`src/rtl/fsbm_pkg.sv`:
```
// Shared types and helpers for the full-search block-matching datapath.
package fsbm_pkg;

    localparam int SAD_W  = 12;
    localparam int GRID_W = 4;
    localparam int GRID_H = 4;

    typedef enum logic {
        ACC,
        DONE
    } sms_state_t;

    // {y, x} packed at mvw bits per component; caller truncates to 2*mvw
    function automatic logic [31:0] mv_pack(
        input logic [31:0] idx,
        input int          gw,
        input int          mvw
    );
        logic [31:0] x;
        logic [31:0] y;
        x = idx % 32'(gw);
        y = idx / 32'(gw);
        return (y << mvw) | x;
    endfunction

endpackage

```
`src/rtl/sad_min_tree.sv`:
```
// Combinational in-beat minimum over LANES SAD values.
// Strict compare keeps the lower lane on ties.
module sad_min_tree
    import fsbm_pkg::*;
#(
    parameter int SAD_W = 12,
    parameter int LANES = 1,
    localparam int LW = (LANES > 1) ? $clog2(LANES) : 1
) (
    input  logic [LANES*SAD_W-1:0] sad_i,
    output logic [SAD_W-1:0]       min_o,
    output logic [LW-1:0]          lane_o
);

    always_comb begin
        min_o  = sad_i[SAD_W-1:0];
        lane_o = '0;
        for (int k = 1; k < LANES; k++) begin
            if (sad_i[k*SAD_W +: SAD_W] < min_o) begin
                min_o  = sad_i[k*SAD_W +: SAD_W];
                lane_o = LW'(k);
            end
        end
    end

endmodule

```
`src/rtl/sad_min_select.sv`:
```
// Streaming minimum-SAD selector: running min over a search window,
// one result per block with index, packed motion vector and framing error.
module sad_min_select #(
    parameter int SAD_W  = fsbm_pkg::SAD_W,
    parameter int GRID_W = fsbm_pkg::GRID_W,
    parameter int GRID_H = fsbm_pkg::GRID_H,
    parameter int LANES  = 1,
    parameter int MV_W   = 4,
    localparam int NC    = GRID_W * GRID_H,
    localparam int IDX_W = (NC > 1) ? $clog2(NC) : 1
) (
    input  logic                   clk,
    input  logic                   rst_n,
    input  logic                   flush,
    input  logic                   s_valid,
    output logic                   s_ready,
    input  logic [LANES*SAD_W-1:0] s_sad,
    input  logic                   s_last,
    output logic                   m_valid,
    input  logic                   m_ready,
    output logic [SAD_W-1:0]       m_sad,
    output logic [IDX_W-1:0]       m_idx,
    output logic [2*MV_W-1:0]      m_mv,
    output logic                   m_err
);

    import fsbm_pkg::*;

    localparam int NB   = NC / LANES;
    localparam int BC_W = (NB > 1) ? $clog2(NB) : 1;
    localparam int LW   = (LANES > 1) ? $clog2(LANES) : 1;

    sms_state_t        state_q;
    logic [BC_W-1:0]   beat_cnt_q;
    logic [SAD_W-1:0]  run_min_q;
    logic [IDX_W-1:0]  run_idx_q;
    logic              err_q;
    logic              m_valid_q;
    logic [SAD_W-1:0]  m_sad_q;
    logic [IDX_W-1:0]  m_idx_q;
    logic [2*MV_W-1:0] m_mv_q;
    logic              m_err_q;

    logic [SAD_W-1:0]  beat_min;
    logic [LW-1:0]     beat_lane;
    logic              accept;
    logic              first_b;
    logic              final_b;
    logic              take;
    logic [SAD_W-1:0]  min_d;
    logic [IDX_W-1:0]  idx_d;
    logic              err_d;
    logic [2*MV_W-1:0] mv_d;

    sad_min_tree #(
        .SAD_W (SAD_W),
        .LANES (LANES)
    ) u_tree (
        .sad_i  (s_sad),
        .min_o  (beat_min),
        .lane_o (beat_lane)
    );

    assign s_ready = (state_q == ACC) | (m_valid_q & m_ready);
    assign accept  = s_valid & s_ready;
    assign first_b = (beat_cnt_q == '0);
    assign final_b = (beat_cnt_q == BC_W'(NB - 1));

    // Beat 0 loads unconditionally; strict compare keeps earliest index
    always_comb begin
        take  = first_b | (beat_min < run_min_q);
        min_d = take ? beat_min : run_min_q;
        idx_d = take ? (IDX_W'(beat_cnt_q) * IDX_W'(LANES)
                        + IDX_W'(beat_lane))
                     : run_idx_q;
        err_d = (first_b ? 1'b0 : err_q) | (s_last ^ final_b);
        mv_d  = (2*MV_W)'(mv_pack(32'(idx_d), GRID_W, MV_W));
    end

    always_ff @(posedge clk or negedge rst_n) begin
        if (!rst_n) begin
            state_q    <= ACC;
            beat_cnt_q <= '0;
            run_min_q  <= '0;
            run_idx_q  <= '0;
            err_q      <= 1'b0;
            m_valid_q  <= 1'b0;
            m_sad_q    <= '0;
            m_idx_q    <= '0;
            m_mv_q     <= '0;
            m_err_q    <= 1'b0;
        end else if (flush) begin
            state_q    <= ACC;
            beat_cnt_q <= '0;
            run_min_q  <= '0;
            run_idx_q  <= '0;
            err_q      <= 1'b0;
            m_valid_q  <= 1'b0;
        end else begin
            if (m_valid_q & m_ready) begin
                m_valid_q <= 1'b0;
                state_q   <= ACC;
            end
            if (accept) begin
                if (final_b) begin
                    m_sad_q    <= min_d;
                    m_idx_q    <= idx_d;
                    m_mv_q     <= mv_d;
                    m_err_q    <= err_d;
                    m_valid_q  <= 1'b1;
                    state_q    <= DONE;
                    beat_cnt_q <= '0;
                end else begin
                    run_min_q  <= min_d;
                    run_idx_q  <= idx_d;
                    err_q      <= err_d;
                    beat_cnt_q <= beat_cnt_q + 1'b1;
                end
            end
        end
    end

    assign m_valid = m_valid_q;
    assign m_sad   = m_sad_q;
    assign m_idx   = m_idx_q;
    assign m_mv    = m_mv_q;
    assign m_err   = m_err_q;

endmodule
```
`config.mk`:
```
export PLATFORM = sky130hd
export DESIGN_NAME = sad_min_select
export DESIGN_NICKNAME = d
export VERILOG_FILES = /design/src/rtl/fsbm_pkg.sv /design/src/rtl/sad_min_tree.sv /design/src/rtl/sad_min_select.sv
export SDC_FILE = /design/constraint.sdc
export NUM_CORES = 1
export LEC_CHECK = 0
export ABC_AREA = 0
export BUFFER_PORTS_ARGS = -buffer_cell sky130_fd_sc_hd__buf_2
export CORE_MARGIN = 10
export CORE_UTILIZATION = 25
export CTS_BUF_LIST = sky130_fd_sc_hd__clkbuf_16
export CTS_CLUSTER_SIZE = 25
export DETAILED_ROUTE_END_ITERATION = 16
export PLACE_DENSITY = 0.5
export SLEW_MARGIN = 0
export SYNTH_ARGS = -nofsm -noshare
export SYNTH_HDL_FRONTEND = slang
export SYNTH_SLANG_ARGS = --single-unit
```
`constraint.sdc`:
```
create_clock -name clk -period 3.3 [get_ports clk]
set_input_delay 0 -clock clk [delete_from_list [all_inputs] [get_ports clk]]
set_output_delay 0 -clock clk [all_outputs]
set_load 0.01 [all_outputs]
```
# Word-level counts from Yosys, hierarchy flattened
# Cells that the tools add are included.
[op_classes]
n_eq_ne = 2
order_cmp = 1
mux = 23
n_addsub = 1
n_bitwise = 9
n_reduce_logical = 4
[ops]
columns = ["op", "count"]
rows = [
  ["two-way mux 12 bit", 4],
  ["two-way mux 4 bit", 7],
  ["< comparator 12 bit", 1],
  ["two-way mux 1 bit", 12],
  ["bitwise OR 6 x 2 -> 6 bit", 1],
  ["adder 4 x 1 -> 4 bit (second input constant)", 1],
  ["== test 4 bit (second input constant)", 1],
  ["logical NOT 4 bit", 1],
  ["bitwise OR 1 bit", 3],
  ["AND reduction 3 bit", 1],
  ["AND 1 bit", 2],
  ["!= test 2 bit (second input constant)", 1],
  ["NOT 1 bit", 2],
  ["AND reduction 2 bit", 1],
  ["nonzero test 2 bit", 1],
  ["XOR 1 bit", 1],
]
[totals]
elab_cells = 50
out_inout_bits = 27
register_bits = 48

# Depth between registers and ports, before layout
[depth]
ltp_word = 6
ltp_mapped = 9

# Modules after synthesis
# A second synthesis with hierarchy kept.
[hier_totals]
cells_unflattened = 239
hier_area_um2 = 2377.3
[modules_own_cells]
columns = ["mod", "area_each_um2", "seq_area_each_um2", "instances", "cells_per_inst"]
rows = [
  ["sad_min_select", 2275.9, 1001.0, 1, 225],
  ["sad_min_tree", 101.3, 0.0, 1, 14],
]

# Worst setup path after synthesis
# No wires, ideal clock.
[synth_timing]
kind = "register to register"
startpoint = "register run_min_q[1]"
endpoint = "register run_idx_q[3]"
required_time_ns = 3.168
path_stages_with_launch = 9
slack_ns = 1.171
period_less_slack_ns = 2.129
arrival_time_ns = 1.997
cell_sequence = "dfrtp_1 -> inv_1 -> ha_1 -> a2111o_1 -> a2111oi_4 -> o21ai_2 -> buf_6 -> a22oi_1 -> nor2_1"
[synth_between]
elab_chain_cells = 6
[synth_rtl]
columns = ["element", "line", "text"]
rows = [
  ["start, declared", "sad_min_select.sv:35", "logic [SAD_W-1:0] run_min_q;"],
  ["start signal, assigned", "sad_min_select.sv:114", "run_min_q <= min_d;"],
  ["< comparator 12 bit", "sad_min_select.sv:71", "take = first_b | (beat_min < run_min_q);"],
  ["bitwise OR 1 bit", "sad_min_select.sv:71", ""],
  ["two-way mux 4 bit", "sad_min_select.sv:73", "idx_d = take ? (IDX_W'(beat_cnt_q) * IDX_W'(LANES)"],
  ["two-way mux 4 bit", "sad_min_select.sv:105", "if (final_b) begin"],
  ["two-way mux 4 bit", "sad_min_select.sv:104", "if (accept) begin"],
  ["two-way mux 4 bit", "sad_min_select.sv:92", "end else if (flush) begin"],
  ["end signal, assigned", "sad_min_select.sv:115", "run_idx_q <= idx_d;"],
  ["end, declared", "sad_min_select.sv:36", "logic [IDX_W-1:0] run_idx_q;"],
]
# No other way between the ends. The select of a mux whose other input is x is not followed.
# A chain may end at the register's enable or synchronous reset.

# Worst setup path after layout
[layout_timing]
startpoint = "register run_min_q[9]"
endpoint = "register m_sad_q[9] (netlist: m_sad[9])"
[layout_between]
elab_chain_cells = 3
[layout_rtl]
columns = ["element", "line", "text"]
rows = [
  ["< comparator 12 bit", "sad_min_select.sv:71", ""],
  ["bitwise OR 1 bit", "sad_min_select.sv:71", ""],
  ["two-way mux 12 bit (*)", "sad_min_select.sv:72", "min_d = take ? beat_min : run_min_q;"],
  ["end signal, assigned", "sad_min_select.sv:106", "m_sad_q <= min_d;"],
  ["end, declared", "sad_min_select.sv:39", "logic [SAD_W-1:0] m_sad_q;"],
]
# Mark *: on every way between the ends. The rest lies on a longest branch, timed or not.

==> results.txt <==
- Synthesis produced a netlist whose cell count is 223.
- Storage cell area: 1000 sq um
* Leading cell types by total area after synthesis: sky130_fd_sc_hd__dfrtp_1, sky130_fd_sc_hd__mux2i_1, sky130_fd_sc_hd__ha_1, sky130_fd_sc_hd__nand2_1, sky130_fd_sc_hd__nor2_1
- At the end of the flow the core is filled with cells to 31.6%.
- For the worst setup path, the data arrival time is between 2 and 3 ns.
* Antenna violation net count after detailed routing: 0
- Class of the tightest hold or removal check: in -> reg
* Post-synthesis sequential area ratio: between 40% and 50%
- Number of global-route vias before repair: 1731
* Worst path bufs/invs: 2
* Run status: completed
* Die height: roughly 110 um
- Entering global routing, the biggest net connects just over 40 pins.
* Horizontal die dimension: 113 um
- TritonCTS built the clock tree.
- For this block, the routed nets add up to between 4 and 5 mm of wire.
* Number of synthesis warnings: 0
* Most frequent cells in the layout: sky130_fd_sc_hd__dfrtp_1, sky130_fd_sc_hd__buf_2, sky130_fd_sc_hd__mux2i_1, sky130_fd_sc_hd__nand2_1, sky130_fd_sc_hd__nor2_1
- The largest individual stage delay along the critical path comes from the cell sky130_fd_sc_hd__nor2_2.
- The critical path is of the reg -> reg type.
- Number of synthesized register bits: 40
- Die area: around 13000 sq um
- In the final design database the tool counted between 200 and 300 nets.
* Largest fanout on the critical path: 13
- Post-Route Skew: ~0.005 ns
- Count of standard-cell rows: 33
* Number of filler cells placed in the layout: 880
* Sink Count: 40
- Inserted Diodes: 0
- Clock slew at reported path FFs: about 0.060 ns
- Length of the first detailed-routing pass in iterations: 4
- The largest single stage delay on the critical path is roughly 0.65 ns.
* Leakage dissipation: 1.29 nW
* Post-synth top area share: roughly 47%
- The H-tree generated during clock tree synthesis spans 2 levels.
- For this block, the initial DRC count from the detailed router was 36.
- Across the run, the number of max-cap violations was 0.
- Achievable Freq: 382 MHz
- Clock Latency Late Sink: around 0.28 ns
- Average instance area after synthesis: approximately 9.6 sq um
- Worst ir drop on vdd: 0.000212 V
- Fraction of layout cells with a size suffix above 1: roughly a fifth
- Dividing the detail-routed via count by the number of cells gives approximately 4.3.
- Total power for the finished layout comes to about 1.2 mW.
- The first global-routing pass estimated roughly 8.4 mm of wire.
* Detailed-route wire length per cell: ~13 um
* Post-route worst setup slack: 0.679 ns
* Via count: about 1600
* Final max-slew violation count: 0
* Area after detailed placement: between 2000 and 2500 sq um
- Summing all multi-input logic gate instances after layout gives 1000 sq um.
* Number of antenna violations at the first check in global routing: 0
- Post-DP HPWL: about 3.6 mm
- Cell area after synthesis: between 2000 and 2500 sq um
- Dpl ws: about 0.64 ns
- Once layout is done, the placed cells without fillers occupy ~2600 sq um.
- After synthesis, the netlist uses 28 different library cells.
- Post-CTS sizing: 0
* Data required time of the worst path: about 3.4 ns
- For this configuration, the core starts out at a cell density of approximately a quarter.
* Period utilisation layout: between 70% and 80%
- sky130_fd_sc_hd__dfrtp_1 takes more of the synthesized area than any other cell.
* Number of clock buffers inserted by TritonCTS: 5
* Total of endpoints with negative setup slack in the final report: 0
- Core Region: around 8300 sq um
* Element type at the critical path start: register
- Cell family with most CP delay: compound AO/OA/AOI/OAI gates
- Unrepaired setup endpoints after global routing: no
* Bufs on Longest Clock Path: 2
- Minimum period implied by the final worst setup slack: 2.62 ns
- Relative to the synthesized area, the layout overhead comes to 22.0%.
- By instance count, the cell type seen most on the critical path is sky130_fd_sc_hd__o21ai_1.
- Chain of cells forming the critical path: inv_1 -> ha_1 -> a21oi_1 -> o21ai_1 -> o21ai_1 -> nor2_2 -> buf_4 -> mux2i_1 -> o21ai_1
- At the pin with the least slew margin, the transition time is 1.11 ns.
- Final count of hold timing violations: 0
- For this run, design rule violations remaining after detail routing come to 0.
* Endpoint class of the critical path: register
* All-Layer GR Usage: 7.98%
* Routability congestion estimate from global placement: 0.756
* Remaining Overflow, GRT: 0
- In this run the tightest slew margin relative to its limit is ~26%.
- Final-layout setup total negative slack: 0 ns
- Dividing total power by cell area gives a power density of between 400 and 500 nW/um^2.
* Count of input and output buffers: 40
- In this run the count of I/O pins placed on the die edge is 45.
- Root Buffer Master: sky130_fd_sc_hd__clkbuf_16
cells by family (layout without fill, tap and decap cells):
kind of cell             count (synthesis)  in the layout  synth area share [%]
AND/OR/NAND/NOR                         68             68                  13.2
AO/OA/AOI/OAI                           41             41                  11.7
flip-flops                              40             40                  46.6
multiplexers                            28             28                  13.0
other                                    1              4                 0.175
XOR/XNOR                                 1              1                 0.408
buffers and inverters                   31             73                  7.34
adder cells (fa/ha/maj)                 13             13                  7.57
worst paths after layout:
check | start | end | slack (ns) | depth (start not counted)
max | run_min_q[9] | m_sad[9] | 0.68 | 9
min | s_sad[2] | run_min_q[2] | 0.00002 | 3
max reg2reg | run_min_q[9] | m_sad[9] | 0.68 | 9
min reg2reg | m_sad[7] | m_sad[7] | 0.47 | 2
max in group asynchronous | rst_n | m_sad[6] | 2.32 | 2
min in group asynchronous | rst_n | m_sad[9] | 0.39 | 2
metrics by stage:
| stage | std cells | hold WS, ns |
|---|---|---|
| 4_1_cts | 373 | 0.00118 |
| 3_3_place_gp | 357 | 0.201 |
| 3_5_place_dp | 357 | 0.204 |
| 5_1_grt | 373 | 0.00925 |
| 2_1_floorplan | 226 | -0.296 |
| 6_report | 373 | 0.0000238 |
power by group:
| group | switching [mW] | total [mW] | internal [mW] |
|---|---|---|---|
| Clock | 0.185 | 0.457 | 0.272 |
| Sequential | 0.0154 | 0.528 | 0.513 |
| Combinational | 0.107 | 0.188 | 0.0812 |
| Total | 0.308 | 1.17 | 0.866 |
final cells by class:
cell class              instances  area share (%)
well taps                     105            5.01
repair buffers                 50            11.3
inverters                      15            2.15
clock inverters                 3           0.430
multi-input cells             155            38.2
flip-flops and latches         40            38.2
clock buffers                   5            4.77
layer usage:
layer | vias up | routed length [um] | track usage (%) | share of wire (%)
met1 | 758 | 2280 | 9.93 | 46
met5 | - | 0 | 0 | 0
li1 | 828 | - | - | -
met3 | 7 | 321 | 3.01 | 6.5
met4 | 0 | 61 | 2.79 | 1.2
met2 | 29 | 2280 | 12.3 | 46
what timing repair did:
item / CTS / global route
hold buffers: 8 / 0
hold endpoints to repair: 47 / 0
buffers inserted: 0 / 0
flip-flops by register name, indices dropped and copies added (netlist names):
register,count
m_err,1
beat_cnt_q,4
m_sad,12
m_mv,4
state_q,1
m_valid,1
run_min_q,12
run_idx_q,4
err_q,1
cells in the mapped netlist, drive strengths merged:
master   instances
a32oi            1
mux2i           28
a211oi           2
conb             1
nand2           27
a22oi            1
or3              1
ha              13
a2111oi          1
a21o             1
nand3            6
and2             1
buf             10
inv             15
clkbuf           6
a2111o           1
nor2            28
a21oi           11
o21ai           23
xor2             1
dfrtp           40
and3             2
nand2b           1
nand4            2
worst register-to-register path, stage by stage (launching register included):
cell and delay, ns:
sky130_fd_sc_hd__dfrtp_1 0.36, sky130_fd_sc_hd__inv_1 0.05, sky130_fd_sc_hd__ha_1 0.29, sky130_fd_sc_hd__a21oi_1 0.06, sky130_fd_sc_hd__o21ai_1 0.34, sky130_fd_sc_hd__o21ai_1 0.18
sky130_fd_sc_hd__nor2_2 0.65, sky130_fd_sc_hd__buf_4 0.28, sky130_fd_sc_hd__mux2i_1 0.19, sky130_fd_sc_hd__o21ai_1 0.07
Power figures use the tool's default switching activity.
